$ cat src/rtl/ro_power_sched_if.sv
// Trigger/config/enable bundle between the burst controller and the ring-oscillator bank.
interface ro_power_sched_if #(
  parameter int NUM_RO  = 8,
  parameter int CNT_W   = 16,
  parameter int CNT_N_W = $clog2(NUM_RO + 1)
);
  logic               arm;
  logic               trigger;
  logic               abort;
  logic [CNT_N_W-1:0] cfg_num_active;
  logic [CNT_W-1:0]   cfg_ramp_cycles;
  logic [CNT_W-1:0]   cfg_on_cycles;
  logic [CNT_W-1:0]   cfg_off_cycles;
  logic [7:0]         cfg_bursts;
  logic [NUM_RO-1:0]  ro_en;
  logic [CNT_N_W-1:0] active_count;
  logic               busy;
  logic               done;

  modport master (
    output arm, trigger, abort, cfg_num_active, cfg_ramp_cycles,
           cfg_on_cycles, cfg_off_cycles, cfg_bursts,
    input  ro_en, active_count, busy, done
  );

  modport slave (
    input  arm, trigger, abort, cfg_num_active, cfg_ramp_cycles,
           cfg_on_cycles, cfg_off_cycles, cfg_bursts,
    output ro_en, active_count, busy, done
  );
endinterface

$ cat src/rtl/ro_power_sched.sv
// Thermometer ramp-up / hold / ramp-down / idle burst sequencer for a ring-oscillator load bank.
// States: IDLE wait trigger | RAMP_UP add bit per R | ON hold | RAMP_DOWN drop bit per R | OFF gap
module ro_power_sched #(
  parameter int NUM_RO  = 8,
  parameter int CNT_W   = 16,
  parameter int CNT_N_W = $clog2(NUM_RO + 1)
) (
  input logic               clk,
  input logic               rst_n,
  ro_power_sched_if.slave   bus
);

  typedef enum logic [2:0] {
    S_IDLE,
    S_RAMP_UP,
    S_ON,
    S_RAMP_DOWN,
    S_OFF
  } state_t;

  localparam logic [CNT_N_W-1:0] N_MAX = CNT_N_W'(NUM_RO);
  localparam logic [CNT_N_W-1:0] N_ONE = CNT_N_W'(1);

  state_t             state_q, state_d;
  logic [CNT_N_W-1:0] cnt_q, cnt_d;
  logic [NUM_RO-1:0]  ro_en_q, ro_en_d;
  logic [CNT_W-1:0]   timer_q, timer_d;
  logic [7:0]         burst_q, burst_d;
  logic               done_q, done_d;
  logic               arm_q;
  logic [CNT_N_W-1:0] n_q, n_d;
  logic [CNT_W-1:0]   ramp_ld_q, ramp_ld_d;
  logic [CNT_W-1:0]   on_ld_q, on_ld_d;
  logic [CNT_W-1:0]   off_ld_q, off_ld_d;
  logic [7:0]         bursts_q, bursts_d;

  logic [CNT_N_W-1:0] cap_n;
  logic [CNT_W-1:0]   cap_ramp, cap_on, cap_off;
  logic               tmr_done;

  // Timer reload values are duration-1, with a programmed 0 behaving like 1.
  assign cap_n    = (bus.cfg_num_active > N_MAX) ? N_MAX : bus.cfg_num_active;
  assign cap_ramp = (bus.cfg_ramp_cycles == '0) ? '0 : bus.cfg_ramp_cycles - CNT_W'(1);
  assign cap_on   = (bus.cfg_on_cycles   == '0) ? '0 : bus.cfg_on_cycles   - CNT_W'(1);
  assign cap_off  = (bus.cfg_off_cycles  == '0) ? '0 : bus.cfg_off_cycles  - CNT_W'(1);
  assign tmr_done = (timer_q == '0);

  always_ff @(posedge clk or negedge rst_n) begin
    if (!rst_n) begin
      state_q   <= S_IDLE;
      cnt_q     <= '0;
      ro_en_q   <= '0;
      timer_q   <= '0;
      burst_q   <= '0;
      done_q    <= 1'b0;
      arm_q     <= 1'b0;
      n_q       <= '0;
      ramp_ld_q <= '0;
      on_ld_q   <= '0;
      off_ld_q  <= '0;
      bursts_q  <= '0;
    end else begin
      state_q   <= state_d;
      cnt_q     <= cnt_d;
      ro_en_q   <= ro_en_d;
      timer_q   <= timer_d;
      burst_q   <= burst_d;
      done_q    <= done_d;
      arm_q     <= bus.arm;
      n_q       <= n_d;
      ramp_ld_q <= ramp_ld_d;
      on_ld_q   <= on_ld_d;
      off_ld_q  <= off_ld_d;
      bursts_q  <= bursts_d;
    end
  end

  always_comb begin
    state_d   = state_q;
    cnt_d     = cnt_q;
    timer_d   = tmr_done ? '0 : timer_q - CNT_W'(1);
    burst_d   = burst_q;
    done_d    = 1'b0;
    n_d       = n_q;
    ramp_ld_d = ramp_ld_q;
    on_ld_d   = on_ld_q;
    off_ld_d  = off_ld_q;
    bursts_d  = bursts_q;

    case (state_q)
      S_IDLE: begin
        if (bus.trigger && bus.arm) begin
          n_d       = cap_n;
          ramp_ld_d = cap_ramp;
          on_ld_d   = cap_on;
          off_ld_d  = cap_off;
          bursts_d  = bus.cfg_bursts;
          burst_d   = '0;
          if (cap_n == '0) begin
            done_d = 1'b1;
          end else begin
            cnt_d = N_ONE;
            if (cap_n == N_ONE) begin
              state_d = S_ON;
              timer_d = cap_on;
            end else begin
              state_d = S_RAMP_UP;
              timer_d = cap_ramp;
            end
          end
        end
      end
      S_RAMP_UP: begin
        if (!bus.arm) begin
          state_d = S_RAMP_DOWN;
          cnt_d   = cnt_q - N_ONE;
          timer_d = ramp_ld_q;
        end else if (tmr_done) begin
          cnt_d = cnt_q + N_ONE;
          if ((cnt_q + N_ONE) == n_q) begin
            state_d = S_ON;
            timer_d = on_ld_q;
          end else begin
            timer_d = ramp_ld_q;
          end
        end
      end
      S_ON: begin
        if (!bus.arm || tmr_done) begin
          state_d = S_RAMP_DOWN;
          cnt_d   = cnt_q - N_ONE;
          timer_d = ramp_ld_q;
        end
      end
      S_RAMP_DOWN: begin
        // A single-oscillator burst arrives here already at zero and still spends one R step.
        if (tmr_done) begin
          if (cnt_q <= N_ONE) begin
            state_d = S_OFF;
            cnt_d   = '0;
            timer_d = off_ld_q;
            if ((bursts_q != '0) && (burst_q != 8'hFF))
              burst_d = burst_q + 8'd1;
          end else begin
            cnt_d   = cnt_q - N_ONE;
            timer_d = ramp_ld_q;
          end
        end
      end
      S_OFF: begin
        // Only a fresh arm fall cuts the gap short; arm already low lets the gap run out.
        if (arm_q && !bus.arm) begin
          state_d = S_IDLE;
          done_d  = 1'b1;
        end else if (tmr_done) begin
          if (bus.arm && ((bursts_q == '0) || (burst_q < bursts_q))) begin
            cnt_d = N_ONE;
            if (n_q == N_ONE) begin
              state_d = S_ON;
              timer_d = on_ld_q;
            end else begin
              state_d = S_RAMP_UP;
              timer_d = ramp_ld_q;
            end
          end else begin
            state_d = S_IDLE;
            done_d  = 1'b1;
          end
        end
      end
      default: state_d = S_IDLE;
    endcase

    if (bus.abort) begin
      state_d = S_IDLE;
      cnt_d   = '0;
      timer_d = '0;
      done_d  = 1'b0;
    end

    for (int i = 0; i < NUM_RO; i++)
      ro_en_d[i] = (CNT_N_W'(i) < cnt_d);
  end

  assign bus.ro_en        = ro_en_q;
  assign bus.active_count = cnt_q;
  assign bus.busy         = (state_q != S_IDLE);
  assign bus.done         = done_q;

endmodule

$ cat src/flat_wrapper.sv
// flat-port wrapper written by rule: the top's interface ports become plain ports
module ro_power_sched_flat 
#(
  parameter int NUM_RO  = 8,
  parameter int CNT_W   = 16,
  parameter int CNT_N_W = $clog2(NUM_RO + 1)
)
  (clk, rst_n, bus_arm, bus_trigger, bus_abort, bus_cfg_num_active, bus_cfg_ramp_cycles, bus_cfg_on_cycles, bus_cfg_off_cycles, bus_cfg_bursts, bus_ro_en, bus_active_count, bus_busy, bus_done);
  ro_power_sched_if #(.NUM_RO(NUM_RO), .CNT_W(CNT_W), .CNT_N_W(CNT_N_W)) bus_i ();
  input logic clk;
  input logic rst_n;
  input wire logic [$bits(bus_i.arm)-1:0] bus_arm;
  input wire logic [$bits(bus_i.trigger)-1:0] bus_trigger;
  input wire logic [$bits(bus_i.abort)-1:0] bus_abort;
  input wire logic [$bits(bus_i.cfg_num_active)-1:0] bus_cfg_num_active;
  input wire logic [$bits(bus_i.cfg_ramp_cycles)-1:0] bus_cfg_ramp_cycles;
  input wire logic [$bits(bus_i.cfg_on_cycles)-1:0] bus_cfg_on_cycles;
  input wire logic [$bits(bus_i.cfg_off_cycles)-1:0] bus_cfg_off_cycles;
  input wire logic [$bits(bus_i.cfg_bursts)-1:0] bus_cfg_bursts;
  output wire logic [$bits(bus_i.ro_en)-1:0] bus_ro_en;
  output wire logic [$bits(bus_i.active_count)-1:0] bus_active_count;
  output wire logic [$bits(bus_i.busy)-1:0] bus_busy;
  output wire logic [$bits(bus_i.done)-1:0] bus_done;
  assign bus_i.arm = bus_arm;
  assign bus_i.trigger = bus_trigger;
  assign bus_i.abort = bus_abort;
  assign bus_i.cfg_num_active = bus_cfg_num_active;
  assign bus_i.cfg_ramp_cycles = bus_cfg_ramp_cycles;
  assign bus_i.cfg_on_cycles = bus_cfg_on_cycles;
  assign bus_i.cfg_off_cycles = bus_cfg_off_cycles;
  assign bus_i.cfg_bursts = bus_cfg_bursts;
  assign bus_ro_en = bus_i.ro_en;
  assign bus_active_count = bus_i.active_count;
  assign bus_busy = bus_i.busy;
  assign bus_done = bus_i.done;
  ro_power_sched #(.NUM_RO(NUM_RO), .CNT_W(CNT_W), .CNT_N_W(CNT_N_W)) u_core (.clk(clk), .rst_n(rst_n), .bus(bus_i));
endmodule
$ cat config.mk
export PLATFORM = sky130hd
export DESIGN_NAME = ro_power_sched_flat
export DESIGN_NICKNAME = d
export VERILOG_FILES = /design/src/rtl/ro_power_sched_if.sv /design/src/rtl/ro_power_sched.sv /design/src/flat_wrapper.sv
export SDC_FILE = /design/constraint.sdc
export NUM_CORES = 1
export LEC_CHECK = 0
export CORE_ASPECT_RATIO = 1.25
export CORE_MARGIN = 3
export CORE_UTILIZATION = 33
export DETAILED_ROUTE_END_ITERATION = 10
export GPL_ROUTABILITY_DRIVEN = 1
export GPL_TIMING_DRIVEN = 0
export PLACE_DENSITY = 0.52
export SYNTH_ARGS = -nofsm -noshare
export SYNTH_HDL_FRONTEND = slang
export SYNTH_SLANG_ARGS = --single-unit
export TNS_END_PERCENT = 1
$ cat constraint.sdc
create_clock -name clk -period 5.8 [get_ports clk]
set_input_delay 1.45 -clock clk [delete_from_list [all_inputs] [get_ports clk]]
set_output_delay 1.45 -clock clk [all_outputs]
set_load 0.02 [all_outputs]
Word-level counts from Yosys, hierarchy flattened --
Cells that the tools add are included.
Storage, ports and cells: bits in latches 0, input port bits 65, ROM bits 0, register bits after elaboration 101, bits in writable memories 0, memories 0, word-level logic and storage cells 129, output and inout port bits 14
Operators by class: divide/modulo/power cells 0, reductions and logical operators 20, order comparisons 11, eq/ne operators 20, $mul 0, multiplexer cells 59, bitwise gates (word level) 0, shift operators 0, add/subtract/negate cells 7
Operators by type and width (number):
- $mux 16 | 18
- $pmux 16 s5 | 1
- $logic_not 16->1 | 4
- $sub 16x1->16 const B | 4
- $mux 4 | 12
- $mux 3 | 11
- $mux 8 | 4
- $pmux 4 s5 | 1
- $lt 3x4->1 const A | 4
- $pmux 8 s2 | 1
- $pmux 3 s5 | 1
- $ne 3x2->1 const B | 4
- $add 8x1->8 const B | 1
- $eq 4x1->1 const B | 2
- $logic_not 8->1 | 1
- $lt 1x4->1 const A | 2
- $lt 2x4->1 const A | 2
- $lt 8x8->1 | 1
- $ne 2x1->1 const B | 4
- $ne 4x3->1 const B | 2
- $ne 8x8->1 const B | 1
- $reduce_and 8->1 | 1
- $reduce_bool 8->1 | 1
- $eq 3x2->1 const B | 2
- 21 further kinds | 32

Longest topological paths before layout --
depth in word-level cells 9, gate-level depth with buffers 12, mapped depth without buffers 9

Worst setup path before layout --
No wires, ideal clock.
kind in2reg, start point in bus_cfg_ramp_cycles[0], end point reg u_core.timer_q[14], path slack 2.440 ns, setup time 0.131 ns, buffers on the path 0, arrival 3.229 ns, data required time 5.669 ns, cell stages on the path 9, cells stage by stage inv_1 ha_1 or3b_2 nand2b_1 nor3b_1 mux2i_1 mux2i_1 a211oi_1 a31oi_1
Between the ends: word-level cells in the longest chain between the ends 7, elaborated cells on any way between the ends 8, classes of those cells 1 x add/sub; 6 x mux; 1 x reduce/logical
RTL lines:
- start: declaration | RTL line flat_wrapper.sv:16 | input wire logic [$bits(bus_i.cfg_ramp_cycles)-1:0] bus_cfg_ramp_cycles;
- $sub 16x1->16 / $logic_not 16->1 (equally long branches) | RTL line ro_power_sched.sv:43 | assign cap_ramp = (bus.cfg_ramp_cycles == '0) ? '0 : bus.cfg_ramp_cycles - CNT_W'(1);
- $mux 16 * | RTL line ro_power_sched.sv:43
- $mux 16 * | RTL line ro_power_sched.sv:103 | if (cap_n == N_ONE) begin
- $mux 16 * | RTL line ro_power_sched.sv:99 | if (cap_n == '0) begin
- $mux 16 * | RTL line ro_power_sched.sv:92 | if (bus.trigger && bus.arm) begin
- $pmux 16 s5 * | RTL line ro_power_sched.sv:90 | case (state_q)
- $mux 16 * | RTL line ro_power_sched.sv:174 | if (bus.abort) begin
- via u_core.timer_d[14] | RTL line ro_power_sched.sv:27 | logic [CNT_W-1:0] timer_q, timer_d;
- end signal: assignment | RTL line ro_power_sched.sv:66 | timer_q <= timer_d;
- end: declaration | RTL line ro_power_sched.sv:27
The timed path passes the listed nets; every way through them passes the cells marked *. A chain may end at the register's enable or synchronous reset.

Final worst setup path --
start point in bus_arm, end point reg u_core.timer_q[2]
Between the ends: word-level cells in the longest chain between the ends 6, elaborated cells on any way between the ends 13, classes of those cells 8 x mux; 5 x reduce/logical
RTL lines:
- start: declaration | RTL line flat_wrapper.sv:12 | input wire logic [$bits(bus_i.arm)-1:0] bus_arm;
- $logic_and 1x1->1 | RTL line ro_power_sched.sv:156 | if (bus.arm && ((bursts_q == '0) || (burst_q < bursts_q))) begin
- $mux 16 | RTL line ro_power_sched.sv:156
- $mux 16 | RTL line ro_power_sched.sv:155 | end else if (tmr_done) begin
- $mux 16 | RTL line ro_power_sched.sv:152 | if (arm_q && !bus.arm) begin
- $pmux 16 s5 * | RTL line ro_power_sched.sv:90
- $mux 16 * | RTL line ro_power_sched.sv:174
- via u_core.timer_d[2] | RTL line ro_power_sched.sv:27
Marked as above.

==> flow_summary.toml <==
[global_routing]
antenna_found_initial = 0
overflow = 0
grt_pass1_vias = 7860
grt_pass1_wl_mm = 47.7
grtUsageTotal_pct = 24.7
grt_max_degree = 60

[floorplanning]
initial_core_util_pct = 33.6
die_h_microns = 178
die_x_microns = 143
core.rowCount = 62
core_area_sq_mm = 0.0231
io-pin-count = 79
die_area_sq_mm = 0.0255

[sta]
clock_skew_ps = 9.63
worstMarginPinSlew_ps = 981
rsz0062_at_grt = "false"
fin_ws_ps = 1430
hold_viol = 0
setup_viol = 0
slew_violations = 0
max_clock_freq_ghz = 0.229
worst_hold_slack_ps = 488
fin_crit_ps = 4370
min_period_over_period_pct = 75.3
slew_headroom_pct = 34.4

[final_layout]
drive_gt1_share_pct = 6.88
diodes = 0
finalNetCount = 1138
post-route-util_pct = 39.9
synthToLayoutAreaGrowth_pct = 18.5

[worst_setup_path]
crit_path_end_kind = "flop"
crit_chain = "clkdlybuf4s50_1, nand2_1, o21ai_0, o21ai_0, a221o_1, a221oi_1, a311oi_1"
cp_slowest_stage_delay_ps = 770
cp_common_cell = "o21ai_0"
critPathRequiredTime_ps = 5990
worst-path-max-fanout = 6
arrival_ps = 4560
cp_slowest_cell = "o21ai_0"
start_kind = "input pin"
crit_type = "input pin to flop"

[min_path]
min_path_type = "flop to flop"

[drt]
post-route-drc-count = 0
vias_per_cell = 6.03
vias = 8135
dr.pass1.iters = 6
drtAntennaViolNets = 0
initialDrtViolationCount = 948
wl_per_cell_microns = 23.2
drt-total-wl_mm = 31.3

[clocking]
cts_made_buffers = 9
post_cts_resize_count = 0
cts_tree = "done"
clock_sinks = 100
insertion_delay_ps = 360
clk_pin_slew_ps = 70
hold_buffers = 0
h-tree-depth = 3
cts_post_setup_buffers_inserted = 0
clockBufferDepth = 2
cts-root-buf = "clkbuf_16"

[placed_design]
io_buffer_count = 77
dp_hpwl_mm = 24.2
place_congestion = 1.04
pre_cts_ws_ps = 1150

[power_and_ir_drop]
leakage_nw = 3.66
peakVddDrop_mv = 0.164
power_mw = 4.40
powerDensity_mw_per_mm2 = 478

[yosys]
syn_avg_cell_area_sq_um = 8.04
ys_seq_area_share_pct = 32.2
synthArstFlopShare_pct = 100
post-synth-top-area-cell = "dfrtp_1"
netlist_area_sq_mm = 0.00778
synthTopCellsByArea = "dfrtp_1 32%, nand2_1 7.7%, o21ai_0 4.8%, nor2_1 3.8%, xnor2_1 3.5%"
yosys_warnings = 0
synth_top_area_share_pct = 32.2
synthFlopType = "dfrtp_1"
synth_commonest_cells = "160 x nand2_1, 100 x dfrtp_1, 78 x nor2_1"
synth_most_common_cell = "nand2_1"
syn-num-nets = 1049
synth_edf_count = 0
netlist_instances = 967
ys_ff_latch = 100
yosys.cell_types.count = 92

[job]
maxCapViolCount = 0

[run_status]
status = "finished clean"
-- cell usage in the layout (no fill, tap or decap), types with 5 or more instances in the layout --
cell,synthesis,routed
o21ai_0,74,74
nand3b_1,6,6
o31ai_1,25,25
or3_1,8,8
a211oi_1,10,10
o21ai_1,14,14
clkbuf_1,40,42
xor2_1,20,20
a31oi_1,13,13
nor2_1,78,78
or4_1,9,9
mux2i_1,25,25
xnor2_1,31,31
buf_4,4,5
mux2_2,6,6
a221oi_1,10,10
inv_1,28,28
nand2_1,160,160
nor4_1,21,21
o22ai_1,8,8
nand2b_1,7,7
nor2b_1,6,6
buf_2,9,9
a21oi_1,42,42
nor3_1,33,33
clkdlybuf4s50_1,0,76
nand3_1,24,24
and4_1,5,5
nand4_1,8,8
a311oi_1,7,7
dfrtp_1,100,100
o211ai_1,7,7
clkbuf_16,0,9
a22oi_1,8,8
ha_1,17,17
-- layout make-up --
type                       instances  area (sq um)
clock buffer                      13           260
fill                            2413         13900
multi-input combinational        781          4910
tap                              288           360
buffer                            57           255
timing repair buffer              78           796
inverter                          29           109
sequential                       100          2500
clock inverter                     3          21.3
-- sequential cells by signal, indices dropped and copies added, names as in the netlist --
signal	count
u_core.bus.done	1
u_core.on_ld_q	16
u_core.ramp_ld_q	16
u_core.off_ld_q	16
u_core.bus.ro_en	7
u_core.arm_q	1
u_core.timer_q	16
u_core.state_q	3
u_core.bus.active_count	4
u_core.n_q	4
u_core.burst_q	8
u_core.bursts_q	8
-- critical path: cells and delay by family --
family	cells	cell delay, ps
AOI/OAI and AO/OA	5	2340
buffers and inverters	1	610
and+or+nand+nor	1	140
-- metal layers --
layer  vias to the layer above  share of wire, %  track usage [%]
met3                       108               7.8             3.72
li1                       3739                 -                -
met5                         -                 0                0
met4                         0               5.2             12.1
met1                      3862                41             32.9
met2                       426                46             39.1
-- cells by family after synthesis --
family / count (synthesis) / synth area share, %
AND/OR/NAND/NOR: 407 / 26.4
AO/OA/AOI/OAI: 274 / 24.0
flip-flops: 100 / 32.2
buffers and inverters: 86 / 4.68
XOR/XNOR: 51 / 5.74
multiplexers: 32 / 4.23
adder cells (fa/ha/maj): 17 / 2.73
-- metrics by stage --
stage | cell area (sq um) | std cells | setup TNS [ps]
3_3_place_gp | 8910 | 1332 | -67830
5_1_grt | 9220 | 1349 | 0
6_report | 9220 | 1349 | 0
3_5_place_dp | 8930 | 1333 | 0
4_1_cts | 9220 | 1349 | 0
2_1_floorplan | 7780 | 967 | 0
-- where the power goes --
| group | switching, mW | total, mW | internal (mW) |
|---|---|---|---|
| sequential | 0.303 | 1.27 | 0.967 |
| clock | 0.279 | 0.595 | 0.316 |
| combinational | 1.63 | 2.54 | 0.904 |
-- worst paths after layout --
path                       cells after the start  slack (ps)                       start            endpoint
hold / removal                                 2         490          u_core.off_ld_q[5]  u_core.off_ld_q[5]
setup / recovery                               7        1430                     bus_arm   u_core.timer_q[2]
setup reg to reg                              10        2080  u_core.bus.active_count[0]   u_core.timer_q[9]
max in group asynchronous                      2        4000                       rst_n  u_core.timer_q[11]
min in group asynchronous                      1        1090                       rst_n  u_core.bursts_q[6]
hold reg to reg                                2         490          u_core.off_ld_q[5]  u_core.off_ld_q[5]
Note: power is estimated with default switching activity, not from simulation.
